### src/rtl/inst_prefetch_queue.sv
// Instruction prefetch queue between fetch and IF/ID.
// Circular buffer with first-word-fall-through head and flush accounting.
module inst_prefetch_queue #(
    parameter int DEPTH = 4,
    parameter int WIDTH = 16
) (
    input  logic                       clk,
    input  logic                       rst,
    input  logic                       in_valid,
    input  logic [WIDTH-1:0]           in_instruction,
    input  logic [WIDTH-1:0]           in_PC_plus_two,
    output logic                       in_ready,
    input  logic                       flush,
    output logic                       out_valid,
    input  logic                       out_ready,
    output logic [WIDTH-1:0]           out_instruction,
    output logic [WIDTH-1:0]           out_PC_plus_two,
    output logic [$clog2(DEPTH):0]     count,
    output logic [7:0]                 drop_count
);

    localparam int AW = $clog2(DEPTH);
    localparam logic [AW:0] FULL = (AW+1)'(DEPTH);

    logic [WIDTH-1:0] r_mem_ins [DEPTH];
    logic [WIDTH-1:0] r_mem_pc  [DEPTH];
    logic [AW-1:0]    r_wr_ptr;
    logic [AW-1:0]    r_rd_ptr;
    logic [AW:0]      r_count;
    logic [7:0]       r_drop;

    logic             w_push;
    logic             w_pop;
    logic             w_empty;
    logic [8:0]       w_drop_sum;

    assign w_empty   = (r_count == '0);
    assign in_ready  = (r_count < FULL) && !flush && !rst;
    assign out_valid = !w_empty;
    assign w_push    = in_valid && in_ready;
    assign w_pop     = out_valid && out_ready && !flush;

    // Empty queue shows a NOP bubble, never stale storage.
    assign out_instruction = w_empty ? '0 : r_mem_ins[r_rd_ptr];
    assign out_PC_plus_two = w_empty ? '0 : r_mem_pc[r_rd_ptr];

    assign count      = r_count;
    assign drop_count = r_drop;
    assign w_drop_sum = {1'b0, r_drop} + 9'(r_count);

    always_ff @(posedge clk) begin
        if (w_push) begin
            r_mem_ins[r_wr_ptr] <= in_instruction;
            r_mem_pc[r_wr_ptr]  <= in_PC_plus_two;
        end
    end

    always_ff @(posedge clk) begin
        if (rst) begin
            r_wr_ptr <= '0;
            r_rd_ptr <= '0;
            r_count  <= '0;
            r_drop   <= '0;
        end else if (flush) begin
            r_wr_ptr <= '0;
            r_rd_ptr <= '0;
            r_count  <= '0;
            r_drop   <= w_drop_sum[8] ? 8'hFF : w_drop_sum[7:0];
        end else begin
            if (w_push) begin
                r_wr_ptr <= r_wr_ptr + 1'b1;
            end
            if (w_pop) begin
                r_rd_ptr <= r_rd_ptr + 1'b1;
            end
            unique case ({w_push, w_pop})
                2'b10:   r_count <= r_count + 1'b1;
                2'b01:   r_count <= r_count - 1'b1;
                default: r_count <= r_count;
            endcase
        end
    end

endmodule

### config.mk
export PLATFORM = sky130hd
export DESIGN_NAME = inst_prefetch_queue
export DESIGN_NICKNAME = d
export VERILOG_FILES = /design/src/rtl/inst_prefetch_queue.sv
export SDC_FILE = /design/constraint.sdc
export NUM_CORES = 1
export LEC_CHECK = 0
export CAP_MARGIN = 5
export CORE_MARGIN = 4
export CORE_UTILIZATION = 30
export DETAILED_ROUTE_END_ITERATION = 6
export SKIP_LAST_GASP = 1
export SYNTH_ARGS = -nofsm -noshare
export SYNTH_HDL_FRONTEND = slang
export SYNTH_SLANG_ARGS = --single-unit
### constraint.sdc
create_clock -name clk -period 2.4 [get_ports clk]
set_clock_uncertainty 0.05 [all_clocks]
set_input_delay 0.48 -clock clk [delete_from_list [all_inputs] [get_ports clk]]
set_output_delay 0.48 -clock clk [all_outputs]
set_load 0.02 [all_outputs]
## Yosys cells after proc, flatten, opt, wreduce, memory -nomap -nowiden

Memories as Yosys holds them, arrays and structs flattened. A register that Yosys moved wholly into a read port is not among the register bits.
Index checks and enable logic that the tools add are counted.

- Register bits after elaboration: 15
- RAM bits: 128
- Bits in latches: 0
- Memories kept: 2
- ROM bits: 0
- Input port bits: 37
- Word-level logic and storage cells: 35
- Output and inout bits: 45

Memories:

| memory | depth | bits a word | read ports | clocked after memory_dff | write ports | line | source |
|---|---|---|---|---|---|---|---|
| r_mem_ins | 4 | 16 | 1 | 1 | 1 | 25 | `logic [WIDTH-1:0] r_mem_ins [DEPTH];` |
| r_mem_pc | 4 | 16 | 1 | 1 | 1 | 26 | `logic [WIDTH-1:0] r_mem_pc [DEPTH];` |

- $add $sub $neg: 5
- Eq/ne operators: 2
- Divide/modulo/power cells: 0
- Reductions and logical operators: 11
- Order comparisons: 1
- Shift-type cells: 0
- Bitwise logic cells: 0
- Mux-type cells: 10
- Multipliers: 0

Operators with widths:

| operator | number |
|---|---|
| 16-bit 2-to-1 mux | 2 |
| 8-bit by 3-bit adder with 9-bit output | 1 |
| 2-bit 2-to-1 mux | 4 |
| 8-bit 2-to-1 mux | 1 |
| 3-bit case mux with 2 select lines | 1 |
| 1-bit logical AND | 5 |
| 2-bit by 1-bit adder with 2-bit output (second input constant) | 2 |
| 3-bit by 1-bit adder with 3-bit output (second input constant) | 1 |
| 1-bit zero test | 3 |
| 3-bit zero test | 1 |
| 3-bit less-than comparator (second input constant) | 1 |
| 3-bit by 1-bit subtractor with 3-bit output (second input constant) | 1 |
| 2-bit by 1-bit equality test with 1-bit output (second input constant) | 1 |
| 2-bit equality test (second input constant) | 1 |
| 1-bit 2-to-1 mux | 2 |
| 2-bit nonzero test | 1 |
| 2-bit OR reduction | 1 |

## Depth between registers and ports, before layout

- Word-level depth: 6
- Gate-level depth with buffers: 9
- Mapped depth without buffers: 8

## Worst setup path after synthesis

OpenSTA, ideal clock, no wires.

- Kind: input port to flip-flop
- Start: input rst
- End: memory r_mem_ins[1][0], enable pin
- Setup slack: 0.110 ns
- Required time: 1.958 ns
- Library setup time: 0.392 ns
- Data arrival time: 1.848 ns
- Stages on the path: 3
- Buffers on the path: 1
- Cell sequence: buf_2 > nor4b_4 > and2_1

- Longest elaborated chain between the ends: 5

RTL lines:

| what | line | source |
|---|---|---|
| from (decl) | 8 | `input logic rst,` |
| 1-bit zero test | 38 | `assign in_ready = (r_count < FULL) && !flush && !rst;` |
| 1-bit logical AND | 38 |  |
| 1-bit logical AND | 40 | `assign w_push = in_valid && in_ready;` |
| 1-bit 2-to-1 mux | 52 | `if (w_push) begin` |
| 1-bit 2-to-1 mux (implied by the code) | 53 | `r_mem_ins[r_wr_ptr] <= in_instruction;` |
| to (decl) | 25 |  |

No other way between the ends.

==> results by group <==
Run status
  • Status: finished with violations
  • Failing checks: negative setup slack

Floorplan
  • Std-Cell Core Area: 18800 um^2
  • Total die area: 21500 um^2
  • Num rows: 50
  • Starting density of the core: 30.7%
  • DIE WIDTH: 147 um
  • Number of top-level pins: 82
  • Die Y: 147 um

STA
  • Setup Viol. Count Final: 10
  • Pins over their slew limit: 0
  • Setup slack after layout: -44.2 ps
  • Highest clock frequency the design can meet: 0.409 GHz
  • Final hold slack: 500 ps
  • Unrepaired setup endpoints after global routing: yes
  • Least-Margin Pin Slew: 640 ps
  • Final worst path period need: 2440 ps
  • Fraction of the cycle the final worst path needs: 102%
  • Hold Fails Final Rpt: 0
  • Max-slew headroom at the worst pin: 57.1%

Power and ir drop
  • Reported leakage power: 2.70 nW
  • Pwr dens: 730 nW/um^2
  • Max VDD drop: 0.428 mV
  • Power Total: 5.79 mW

Final layout
  • # diodes: 0
  • Fraction of final layout cells sized beyond drive strength 1: 33.4%
  • Final standard cell count with taps included and fillers excluded: 694
  • Net count, final: 468
  • Area growth from synthesis to layout: 37.3%

GRT
  • Initial antenna violation count: 1
  • Maximum number of pins on one net before global-route repair: 21
  • Aggregate global routing overflow: 0
  • Vias in the first global route: 3486
  • GRT Total Usage: 11.9%
  • Wire length of the first global-routing pass: 19400 um

Clock network
  • Number of buffers on the longest clock path: 2
  • Clock transition time at the flip-flop clock pins of the worst setup and hold paths: 60 ps
  • Level count of the clock H-tree: 4
  • Clock sink total: 145
  • Clk Latency, worst-skew pair: 410 ps
  • TritonCTS clock tree: done
  • CTS root buffer: sky130_fd_sc_hd__clkbuf_16
  • Cts bufs inserted: 17

Worst setup path
  • CP Max Fanout: 5
  • Kind of start point of the critical path: register
  • Data required time at the worst endpoint: 1870 ps
  • Worst r2r dst: count[2]
  • R2r setup slk: 280 ps
  • Depth of the worst register-to-register path: 9
  • Launch point of the worst reg-to-reg path: count[2]
  • Critical Path AT: 1910 ps
  • Critical path class: reg2out
  • Critical Path End Type: primary output

Route
  • DRC: 0
  • Detailed Route WL: 12300 um
  • First DRT Iteration DRCs: 133
  • Final routed wire length divided by cell count: 17.7 um
  • Via count normalized by instance count: 4.55
  • Residual antenna-violating net count after detailed routing: 0
  • DR pass1 iterations: 4
  • Via count: 3159

Logic synthesis
  • Area leader, netlist: sky130_fd_sc_hd__edfxtp_1
  • Flip-flop and latch count after synthesis: 145
  • Number of synthesized flops with an enable pin: 128
  • Synth top area share: 66.6%
  • Cell types with the highest counts after synthesis: sky130_fd_sc_hd__edfxtp_1, sky130_fd_sc_hd__nor2b_1, sky130_fd_sc_hd__mux4_2, sky130_fd_sc_hd__dfxtp_1, sky130_fd_sc_hd__nor2_1
  • Primary flip-flop cell chosen by synthesis mapping: sky130_fd_sc_hd__edfxtp_1
  • Portion of the post-synthesis area used by sequential elements: 72.4%
  • Average instance area after synthesis: 19.2 um^2
  • Yosys cell types: 38
  • Cells taking the most area after synthesis: sky130_fd_sc_hd__edfxtp_1, sky130_fd_sc_hd__mux4_2, sky130_fd_sc_hd__dfxtp_1
  • Syn_nets: 348
  • Proportion of synthesized flip-flops having asynchronous set or reset: 0%
  • Dominant cell by count in the synthesized netlist: sky130_fd_sc_hd__edfxtp_1
  • Cell area after synthesis: 5780 um^2
  • Count of mapped cells out of synthesis: 301
  • Number of synthesis warnings: 0

Place
  • Cell count after placement: 652
  • DP Worst Slack: -112 ps
  • Gpl congestion: 0.750
  • Final HPWL from detailed placement: 7360 um
  • Total of buffers placed on input and output ports: 81

Min path
  • Worst Min Path Start: r_rd_ptr[1]
  • Hold crit path type: reg2reg
  • Hold Path Cell Cnt: 2

Job
  • Max-cap viol count: 0
[what timing repair did]
item	in CTS	in global routing
endpoints found under the setup margin	34	31
resized for setup	147	19
pin swaps	1	0
buffers inserted	8	0
hold buffers	0	0
cloned	4	0
[critical path: stages (launching register included)]
cell	delay [ps]
sky130_fd_sc_hd__dfxtp_4	360
sky130_fd_sc_hd__buf_12	120
sky130_fd_sc_hd__buf_12	110
sky130_fd_sc_hd__buf_16	130
sky130_fd_sc_hd__mux4_2	490
sky130_fd_sc_hd__nor2b_1	140
sky130_fd_sc_hd__buf_2	150
[per-layer routing]
| layer | wire [um] | vias to the layer above | global-route usage, % |
|---|---|---|---|
| met1 | 5510 | 1633 | 15.2 |
| met5 | 13 | - | 0 |
| met4 | 119 | 2 | 3.10 |
| li1 | - | 1440 | - |
| met3 | 548 | 11 | 4.69 |
| met2 | 6070 | 73 | 19.1 |
[through the flow]
step	TNS [ps]	utilization (%)	cell area, um^2
3_3_place_gp	-748	38.0	7160
6_report	-302	42.1	7930
2_1_floorplan	0	-	5780
5_1_grt	-1360	42.1	7930
3_5_place_dp	-1350	38.0	7160
4_1_cts	-1330	42.0	7920
[report_power, final]
part	leakage (nW)	internal [mW]	switching [mW]	total, mW
sequential	1.29	2.76	0.00591	2.77
combinational	1.10	0.124	0.101	0.226
clock	0.304	1.75	1.04	2.79
total	2.70	4.64	1.15	5.79
[cells by family after synthesis]
kind of cell	count (synthesis)	share of synthesized area (%)
flip-flops	145	72.4
AND/OR/NAND/NOR	60	6.48
multiplexers	35	13.0
AO/OA/AOI/OAI	24	2.73
buffers and inverters	21	2.01
adder cells (fa/ha/maj)	10	2.43
XOR/XNOR	6	0.910
[sequential cells by signal, summed over array words and instances (netlist names), named ones only]
name and count:
r_mem_ins 64, r_mem_pc 64, drop_count 8, count 3, r_rd_ptr 2, r_wr_ptr 2
[worst max-delay path by stage]
stage          startpoint                  end  slack, ps  cells past startpoint
2_1_floorplan         rst      r_mem_ins[1][0]        110                      3
5_1_grt          register  out_instruction[13]       -130                      6
3_3_place_gp    out_ready             count[2]       -110                      9
4_1_cts          register   out_PC_plus_two[4]        -90                      6
6_report         register   out_PC_plus_two[4]        -40                      6
3_5_place_dp    out_ready             count[2]       -110                      9
[final cells by class]
cell class	instances	area, um^2
clock buffers	17	425
clock inverters	15	205
fillers	1683	10900
inverters	8	30.0
multi-input cells	135	1550
flip-flops and latches	145	4190
well taps	260	325
repair buffers	114	1210
[placed cells by master (no fill, tap or decap), types with 3 or more instances in the layout]
| master | netlist | layout |
|---|---|---|
| sky130_fd_sc_hd__a21oi_1 | 6 | 6 |
| sky130_fd_sc_hd__a31oi_1 | 4 | 4 |
| sky130_fd_sc_hd__and2_2 | 0 | 4 |
| sky130_fd_sc_hd__buf_12 | 0 | 15 |
| sky130_fd_sc_hd__buf_2 | 6 | 18 |
| sky130_fd_sc_hd__buf_4 | 0 | 22 |
| sky130_fd_sc_hd__buf_6 | 4 | 7 |
| sky130_fd_sc_hd__bufinv_16 | 0 | 4 |
| sky130_fd_sc_hd__clkbuf_16 | 0 | 17 |
| sky130_fd_sc_hd__clkdlybuf4s50_1 | 0 | 47 |
| sky130_fd_sc_hd__clkinv_4 | 0 | 3 |
| sky130_fd_sc_hd__dfxtp_1 | 17 | 15 |
| sky130_fd_sc_hd__edfxtp_1 | 128 | 128 |
| sky130_fd_sc_hd__ha_1 | 8 | 8 |
| sky130_fd_sc_hd__inv_1 | 7 | 7 |
| sky130_fd_sc_hd__inv_6 | 0 | 5 |
| sky130_fd_sc_hd__mux2i_1 | 3 | 3 |
| sky130_fd_sc_hd__mux4_2 | 32 | 32 |
| sky130_fd_sc_hd__nor2_1 | 9 | 9 |
| sky130_fd_sc_hd__nor2b_1 | 33 | 25 |
| sky130_fd_sc_hd__nor2b_4 | 0 | 8 |
| sky130_fd_sc_hd__o31ai_1 | 3 | 3 |
| sky130_fd_sc_hd__xor2_1 | 5 | 5 |
Power figures use the tool's default switching activity.
==> patch, RTL diff (same settings) <==
Make the reset (`rst`) asynchronous in one clocked block.
--- a/src/rtl/inst_prefetch_queue.sv
+++ b/src/rtl/inst_prefetch_queue.sv
@@ -57,3 +57,3 @@
 
-    always_ff @(posedge clk) begin
+    always_ff @(posedge clk or posedge rst) begin
         if (rst) begin
Formal check against the unedited RTL: differs if rst is asserted again (counterexample within 4 cycles, from zero or initial values and one cycle with rst high); with rst held inactive, the same outputs for 4 cycles.
==> patch against the unedited design <==
The flow still finishes with violations (setup timing). Sequential cell count shrank 2. Setup slack worse by 110 ps. Count of clock-buffer cells in the layout rose by 5. Global-route usage shrank 0.84 points. Register-to-register slack gained 50 ps. Design area is 2.4% lower. Routed wire length shrank 7.6%. Cell count shrank 2.4%. Fmax fell by 4.4%. Area after synthesis up 0.17%. Highest routed layer is now met4.
Power is not compared: it rests on default switching activity, and its combinational part moved more than twofold at a synthesized area within 25%.
==> patch: results (changes against the unedited design) <==
Placed design
  • Area after DPL: 0.00712 sq mm (-0.58%)
  • HPWL reported at the end of detailed placement: 7240 um (-1.7%)
  • Placement Setup Slack: -65.3 ps (+46.6 ps)
  • GPL Wtd Cong: 0.782 (+4.3%)

Worst setup path
  • Largest delay share family, worst path: buffers and inverters
  • Max incr delay on CP: 510 ps (+20 ps)
  • CP max stage cell: mux4_2
  • Crit Path Max Fanout: 17 (+12)
  • Arrival time at the worst endpoint: 2030 ps (+120 ps)
  • Path depth of the worst reg2reg path: 7 (-2)

Detailed routing
  • Iteration-0 DRC count of the detailed router: 189 (+42%)
  • Detail-routed via count per cell: 4.39 (-3.5%)
  • Detailed-route wire length per cell: 16.7 um (-5.3%)

Synth
  • Synth Warn #: 0 (unchanged)
  • Dominant cells by area after synthesis: edfxtp_1, mux4_2, dfrtp_1, and2_1, ha_1
  • Total nets after synthesis: 342 (-1.7%)
  • Post-synth top cells: edfxtp_1, and2_1, mux4_2
  • Proportion of synthesized chip area in sequential cells: 0.729 (+0.00480)
  • Number of distinct library cells after synthesis: 31 (-18%)

Finish
  • Fraction of layout cells with a size suffix above 1: 0.228 (-0.106)
  • Nets: 450 (-3.8%)
  • Number of antenna diodes: 0 (unchanged)

Timing
  • Post-layout worst setup margin: -157 ps (-113 ps)
  • Share of the clock period used by the worst path after layout: 1.07 (+0.0470)
  • Slew at the pin closest to its max-slew limit: 620 ps (-19.9 ps)
  • Final setup viols: 32 (+22)

Global routing
  • Maximum number of pins on one net before global-route repair: 25 (+19%)
  • Total track usage: 0.111 (-0.00843)
  • Global-route track usage on met2: 0.178 (-0.0124)
  • Number of global-route vias before repair: 3339 (-4.2%)
  • Met3 Use GR: 0.0410 (-0.00586)
  • First-pass GRT wire length: 18100 um (-6.8%)
  • Antenna violations before repair: 0 (-1)

Status
  • Status: finished, violations left
  • Violated checks: setup timing

Power
  • Worst ir drop on vdd: 0.000514 V
-- patch: final cells by class --
| class | instances | area, sq um |
|---|---|---|
| Clock buffer | 22 | 474 |
| Timing Repair Buffer | 104 | 1070 |
| Multi-Input combinational cell | 134 | 1460 |
| Clock inverter | 10 | 184 |
| Fill cell | 1673 | 11100 |
| Sequential cell | 143 | 4220 |
| Tap cell | 260 | 325 |
| Inverter | 4 | 15.0 |
-- patch: final timing paths --
kind,startpoint,to
setup / recovery,r_rd_ptr[0],out_PC_plus_two[8]
min in group asynchronous,rst,drop_count[0]
hold / removal,drop_count[2],drop_count[2]
max in group asynchronous,rst,r_rd_ptr[0]
setup reg to reg,count[0],count[2]
hold reg to reg,drop_count[2],drop_count[2]
-- patch: power by group through the flow --
stage / Clock (mW) / Combinational, mW / Sequential, mW
after floorplan: 0 / 1.31 / 3.06
after global placement: 0 / 2.45 / 2.97
after detailed placement: 0 / 2.46 / 2.97
after CTS: 2.95 / 2.30 / 2.92
after global routing: 3.06 / 2.44 / 2.94
final: 2.86 / 2.24 / 2.92
-- patch: through the flow --
step                      utilization  cells  setup TNS (ps)  hold WS (ps)
after floorplan                     -    296               0           331
after global routing            0.411    677           -7340           519
after detailed placement        0.378    644           -65.3           475
final                           0.411    677           -4350           497
after global placement          0.378    644           -67.0           465
after CTS                       0.411    677           -6020           496
-- patch: cell families after synthesis --
logic type      synth area share
xor+xnor                  0.0106
mux                        0.135
simple gates              0.0740
flops                      0.729
fa+ha+maj                 0.0221
buf+inv                   0.0197
compound gates           0.00930
-- patch: routing by layer --
layer	up-vias	wire (um)
li1	1374	-
met1	1533	5030
met2	60	5620
met3	6	565
met4	0	101
met5	-	0
-- patch: timing repair --
action,4_1_cts,5_1_grt
resized for setup,33,0
pin swaps,0,0
hold buffers,0,0
buffers inserted,1,0
setup endpoints to repair,33,32
-- patch: worst register-to-register path, stage by stage (launching register included) --
cell and delay [ps]:
dfrtp_1 370, buf_4 170, o31ai_4 360, nor3_1 110, fa_1 390, nor3_1 230
o21ai_0 110, nor3b_2 160
